File: src/rtl/prog_timeout_timer.sv
// Programmable timeout timer: a prescaler turns cnt_pulse strobes into base ticks,
// and a loadable down-counter of base ticks expires in one-shot or periodic mode.
`timescale 1ns/1ps
module prog_timeout_timer #(
  parameter int unsigned PRESCALE = 50,
  parameter int unsigned CNT_W    = 16
) (
  input  logic             sys_clk,
  input  logic             sys_rst_n,
  input  logic             cnt_en,
  input  logic             cnt_pulse,
  input  logic [CNT_W-1:0] load_val,
  input  logic             periodic,
  input  logic             restart,
  output logic             tick,
  output logic             timeout,
  output logic             expired,
  output logic             busy,
  output logic [CNT_W-1:0] remaining
);

  localparam int unsigned PRE_W = (PRESCALE > 1) ? $clog2(PRESCALE) : 1;
  localparam logic [PRE_W-1:0] PRE_MAX = PRE_W'(PRESCALE - 1);

  typedef enum logic [1:0] {IDLE, RUN, DONE} state_e;

  state_e           state_q, state_d;
  logic [PRE_W-1:0] pre_cnt_q, pre_cnt_d;
  logic [CNT_W-1:0] remaining_q, remaining_d;
  logic             expired_q, expired_d;
  logic             periodic_q, periodic_d;
  logic             timeout_q, timeout_d;
  logic [CNT_W-1:0] reload_val;

  // A load of zero would otherwise never expire, so it behaves as a single tick.
  assign reload_val = (load_val == '0) ? CNT_W'(1) : load_val;
  assign tick       = (state_q == RUN) && cnt_pulse && (pre_cnt_q == PRE_MAX);

  always_ff @(posedge sys_clk or negedge sys_rst_n) begin
    if (!sys_rst_n) begin
      state_q     <= IDLE;
      pre_cnt_q   <= '0;
      remaining_q <= '0;
      expired_q   <= 1'b0;
      periodic_q  <= 1'b0;
      timeout_q   <= 1'b0;
    end else begin
      state_q     <= state_d;
      pre_cnt_q   <= pre_cnt_d;
      remaining_q <= remaining_d;
      expired_q   <= expired_d;
      periodic_q  <= periodic_d;
      timeout_q   <= timeout_d;
    end
  end

  always_comb begin
    state_d     = state_q;
    pre_cnt_d   = pre_cnt_q;
    remaining_d = remaining_q;
    expired_d   = expired_q;
    periodic_d  = periodic_q;
    timeout_d   = 1'b0;

    if (!cnt_en) begin
      state_d     = IDLE;
      pre_cnt_d   = '0;
      remaining_d = '0;
      expired_d   = 1'b0;
      periodic_d  = 1'b0;
    end else begin
      unique case (state_q)
        IDLE: begin
          state_d     = RUN;
          pre_cnt_d   = '0;
          remaining_d = reload_val;
          periodic_d  = periodic;
          expired_d   = 1'b0;
        end
        RUN: begin
          // Restart wins over a coincident tick, so it also swallows an expiry.
          if (restart) begin
            pre_cnt_d   = '0;
            remaining_d = reload_val;
            periodic_d  = periodic;
          end else if (tick) begin
            pre_cnt_d = '0;
            if (remaining_q <= CNT_W'(1)) begin
              timeout_d = 1'b1;
              if (periodic_q) begin
                remaining_d = reload_val;
              end else begin
                remaining_d = '0;
                expired_d   = 1'b1;
                state_d     = DONE;
              end
            end else begin
              remaining_d = remaining_q - CNT_W'(1);
            end
          end else if (cnt_pulse) begin
            pre_cnt_d = pre_cnt_q + PRE_W'(1);
          end
        end
        DONE: begin
          if (restart) begin
            state_d     = RUN;
            pre_cnt_d   = '0;
            remaining_d = reload_val;
            periodic_d  = periodic;
            expired_d   = 1'b0;
          end
        end
        default: state_d = IDLE;
      endcase
    end
  end

  assign busy      = (state_q == RUN);
  assign timeout   = timeout_q;
  assign expired   = expired_q;
  assign remaining = remaining_q;

endmodule

File: config.mk
export PLATFORM = sky130hd
export DESIGN_NAME = prog_timeout_timer
export DESIGN_NICKNAME = d
export VERILOG_FILES = /design/src/rtl/prog_timeout_timer.sv
export SDC_FILE = /design/constraint.sdc
export NUM_CORES = 1
export LEC_CHECK = 0
export ABC_AREA = 1
export CAP_MARGIN = 10
export CORE_MARGIN = 8
export CORE_UTILIZATION = 25
export DETAILED_ROUTE_END_ITERATION = 6
export PLACE_DENSITY_LB_ADDON = 0.05
export SETUP_SLACK_MARGIN = 0.02
export SLEW_MARGIN = 20
export SYNTH_ARGS = -nofsm -noshare
export SYNTH_HDL_FRONTEND = slang
export SYNTH_SLANG_ARGS = --single-unit
File: constraint.sdc
create_clock -name sys_clk -period 3.05 [get_ports sys_clk]
set_clock_uncertainty 0.15 [all_clocks]
set_input_delay 0.915 -clock sys_clk [delete_from_list [all_inputs] [get_ports sys_clk]]
set_output_delay 0.915 -clock sys_clk [all_outputs]
set_load 0.03 [all_outputs]
==> Implementation_results.wiki <==
{| class="wikitable"
! Metric !! Value
|-
| Max H-tree Level || 1
|-
| Async set-or-reset flop fraction in the synthesized netlist || 1.00
|-
| Synthesized cell area || 0.00213 mm^2
|-
| Tcrit/Tclk final || 0.942
|-
| Maximum root-to-sink buffer count || 2
|-
| Total I/O pin count || 42
|-
| Combinational share of power || 0.448
|-
| Max-slew violation total from the final report || 0
|-
| Post-route cell area || 0.00273 mm^2
|-
| Unique masters post-synth || 32
|-
| Sum of negative setup slack || 0 ns
|-
| Pin count of the biggest net entering global routing || 28
|-
| Top cells by instance count after synthesis || sky130_fd_sc_hd__nand2_1 (114), sky130_fd_sc_hd__inv_1 (40), sky130_fd_sc_hd__nor2_1 (30)
|-
| Die width || 108 um
|-
| Half-perimeter wire length after detailed placement || 4580 um
|-
| Worst-path maximum fanout || 2
|-
| Most used flip-flop cell after synthesis || sky130_fd_sc_hd__dfrtp_1
|-
| Total of warnings raised by yosys || 0
|-
| Largest voltage drop on the vdd net || around 0.19 mV
|-
| Crit path max-delay cell type || sky130_fd_sc_hd__clkdlybuf4s50_1
|-
| Result of the run || finished clean
|-
| Total Routing Usage GR || 0.107
|-
| Worst slew slack as a fraction of its limit || 0.745
|-
| Setup repair after global routing missed its margin || no
|-
| Detailed-router iteration count before antenna repair || 5
|-
| Power Internal || 710 uW
|-
| Clk Tree Root Cell || sky130_fd_sc_hd__clkbuf_8
|-
| Clock sink count || 27
|-
| Synthesized net count || 338
|-
| NetSw || 525 uW
|-
| Final RePlAce weighted congestion || 0.759
|-
| Antenna diode count || 0
|-
| Starting density of the core || 0.258
|-
| Cells along the critical path || clkdlybuf4s50_1 -> nand2_1 -> clkinv_1 -> nand4_4 -> inv_1 -> buf_4
|-
| Maximum achievable frequency || 0.348 GHz
|-
| Flip-flop and latch count after synthesis || 27
|-
| Core region area || between 0.008 and 0.009 mm^2
|-
| Count of vias placed by the detailed router || 1945
|-
| Hold slack || 0.335 ns
|-
| Pwr per Cell Area || 453 mW/mm^2
|-
| Area post-placement || between 0.002 and 0.003 mm^2
|-
| Synth area leader || sky130_fd_sc_hd__dfrtp_1
|-
| Clock network fraction of total power || 0.178
|-
| Routed wire per std cell || 12.7 um
|-
| Fillcell total || 925
|-
| Die Outline Area || 0.0117 mm^2
|-
| Max_cap viols || 0
|-
| Hold bufs inserted after CTS || 0
|-
| Number of rows created at floorplan || 33
|-
| Endpoint kind of the worst setup timing path || output port
|-
| Cell with the most instances after synthesis || sky130_fd_sc_hd__nand2_1
|-
| Number of antenna violations at the first check in global routing || 0
|-
| Classification of the worst setup path || in2out
|-
| Setup Fix Bufs, Post-CTS || 0
|-
| Slew at the pin closest to its max-slew limit || 0.382 ns
|-
| Insertion delay to the later sink of the worst-skew pair || 0.28 ns
|-
| IO Port Bufs || 41
|-
| Vias in the first global route || 2073
|-
| Number of enable flip-flop cells after synthesis || 0
|-
| First-pass GRT wire length || 10100 um
|-
| Maximum single-stage delay on the critical path || roughly 0.47 ns
|-
| Total setup violations reported at the end of the flow || 0
|-
| PostCTS Resize Cnt || 0
|-
| Area growth from synthesis to layout || 27.9%
|-
| Post-synthesis instance total || 309
|-
| Clk slew on worst S/H paths || roughly 0.10 ns
|-
| Vias per inst || 4.23
|-
| Largest cells by area after synthesis || sky130_fd_sc_hd__dfrtp_1 (32%), sky130_fd_sc_hd__nand2_1 (20%), sky130_fd_sc_hd__inv_1 (7.0%)
|-
| Leakage power summed over all cells || 1.36 nW
|-
| Overall die height || 108 um
|-
| Average footprint of a synthesized cell || 6.90 um^2
|-
| Count of final hold-check violations || 0
|-
| Fraction of layout instances using a drive strength above 1 || 0.113
|-
| TritonCTS clock tree || yes
|-
| Kind of start point of the critical path || primary input
|-
| DRC violations left || 0
|-
| Net count reported at finish || 385
|-
| HP Class || reg2reg
|-
| Initial DRC Count || 86
|-
| Number of buffers created by CTS || 3
|-
| Antenna-violating nets left || 0
|-
| CP arrival || roughly 1.8 ns
|-
| Share of the yosys chip area belonging to registers || 0.317
|-
| Data required time of the worst path || 1.98 ns
|-
| Fraction of power spent switching nets || 0.425
|-
| Area share of the largest cell type after synthesis || 0.317
|-
| Flop pwr share || 0.374
|-
| Min Clock Period, post-route || ~2.9 ns
|-
| Detailed Route WL || 5830 um
|-
| Congestion Overflow GR || 0
|}
## routing by layer
layer / wire (um) / up-vias / share of wire / track usage
li1: - / 1049 / - / -
met1: 2690 / 865 / 0.46 / 0.127
met2: 2840 / 27 / 0.49 / 0.192
met3: 220 / 4 / 0.038 / 0.0220
met4: 78 / 0 / 0.013 / 0.0215
met5: 0 / - / 0 / 0
## layout make-up
cell class	count	area [um^2]	area share
Multi-Input combinational cell	235	1250	0.459
Sequential cell	27	676	0.248
Timing Repair Buffer	47	465	0.171
Inverter	42	158	0.0578
Tap cell	105	131	0.0482
Clock buffer	4	45.0	0.0165
## cell families after synthesis
family,count (synthesis),share of synthesized area
compound gates,21,0.0634
xor+xnor,10,0.0411
fa+ha+maj,7,0.0411
buf+inv,47,0.0956
flops,27,0.317
mux,1,0.00470
simple gates,196,0.437
## power groups by stage
stage / combinational (mW) / clock [mW] / sequential [mW]
after floorplan: 0.316 / 0 / 0.519
after global placement: 0.566 / 0 / 0.471
after detailed placement: 0.563 / 0 / 0.472
after CTS: 0.565 / 0.237 / 0.465
after global routing: 0.625 / 0.247 / 0.470
final: 0.553 / 0.220 / 0.462
## layout by cell type, fill, tap and decap left out, types with 2 or more instances in the layout
cell                                n
sky130_fd_sc_hd__dfrtp_1           27
sky130_fd_sc_hd__o21ai_0           13
sky130_fd_sc_hd__nand4_1            4
sky130_fd_sc_hd__inv_1             40
sky130_fd_sc_hd__xnor2_1            5
sky130_fd_sc_hd__ha_1               7
sky130_fd_sc_hd__or2_2              2
sky130_fd_sc_hd__nand2_4            3
sky130_fd_sc_hd__nand2_1          114
sky130_fd_sc_hd__nand2_2            3
sky130_fd_sc_hd__nor2_4             4
sky130_fd_sc_hd__nand3_2            5
sky130_fd_sc_hd__clkbuf_8           3
sky130_fd_sc_hd__a21oi_1            2
sky130_fd_sc_hd__nor2_2             6
sky130_fd_sc_hd__o22ai_1            2
sky130_fd_sc_hd__clkdlybuf4s50_1   40
sky130_fd_sc_hd__xor2_1             5
sky130_fd_sc_hd__buf_4              6
sky130_fd_sc_hd__nand3_1           21
sky130_fd_sc_hd__nor2_1            30
## final timing paths
| check | from | to | slack [ns] | cells after the start |
|---|---|---|---|---|
| max | cnt_pulse | tick | 0.18 | 6 |
| min | expired | expired | 0.33 | 2 |
| max reg2reg | state_q[1] | remaining[1] | 0.98 | 12 |
| min reg2reg | expired | expired | 0.33 | 2 |
| max in group asynchronous | sys_rst_n | remaining[12] | 1.60 | 2 |
| min in group asynchronous | sys_rst_n | remaining[7] | 0.86 | 2 |
## flip-flops by register name, summed over array words and instances (netlist names)
name,flops
expired,1
timeout,1
state_q,2
periodic_q,1
pre_cnt_q,6
remaining,16
## worst max-delay path, delay by kind of cell
kind	cells	cell delay [ns]
and+or+nand+nor	2	0.14
buffers and inverters	4	0.76
## metrics by stage
step | setup WS [ns] | util | std cells | total power [mW]
2_1_floorplan | 0.598 | - | 309 | 0.836
3_3_place_gp | 0.174 | 0.325 | 456 | 1.04
3_5_place_dp | 0.168 | 0.325 | 456 | 1.03
4_1_cts | 0.162 | 0.330 | 460 | 1.27
5_1_grt | 0.0710 | 0.330 | 460 | 1.34
6_report | 0.176 | 0.330 | 460 | 1.23
No activity file was read; power rests on OpenSTA's default activity.
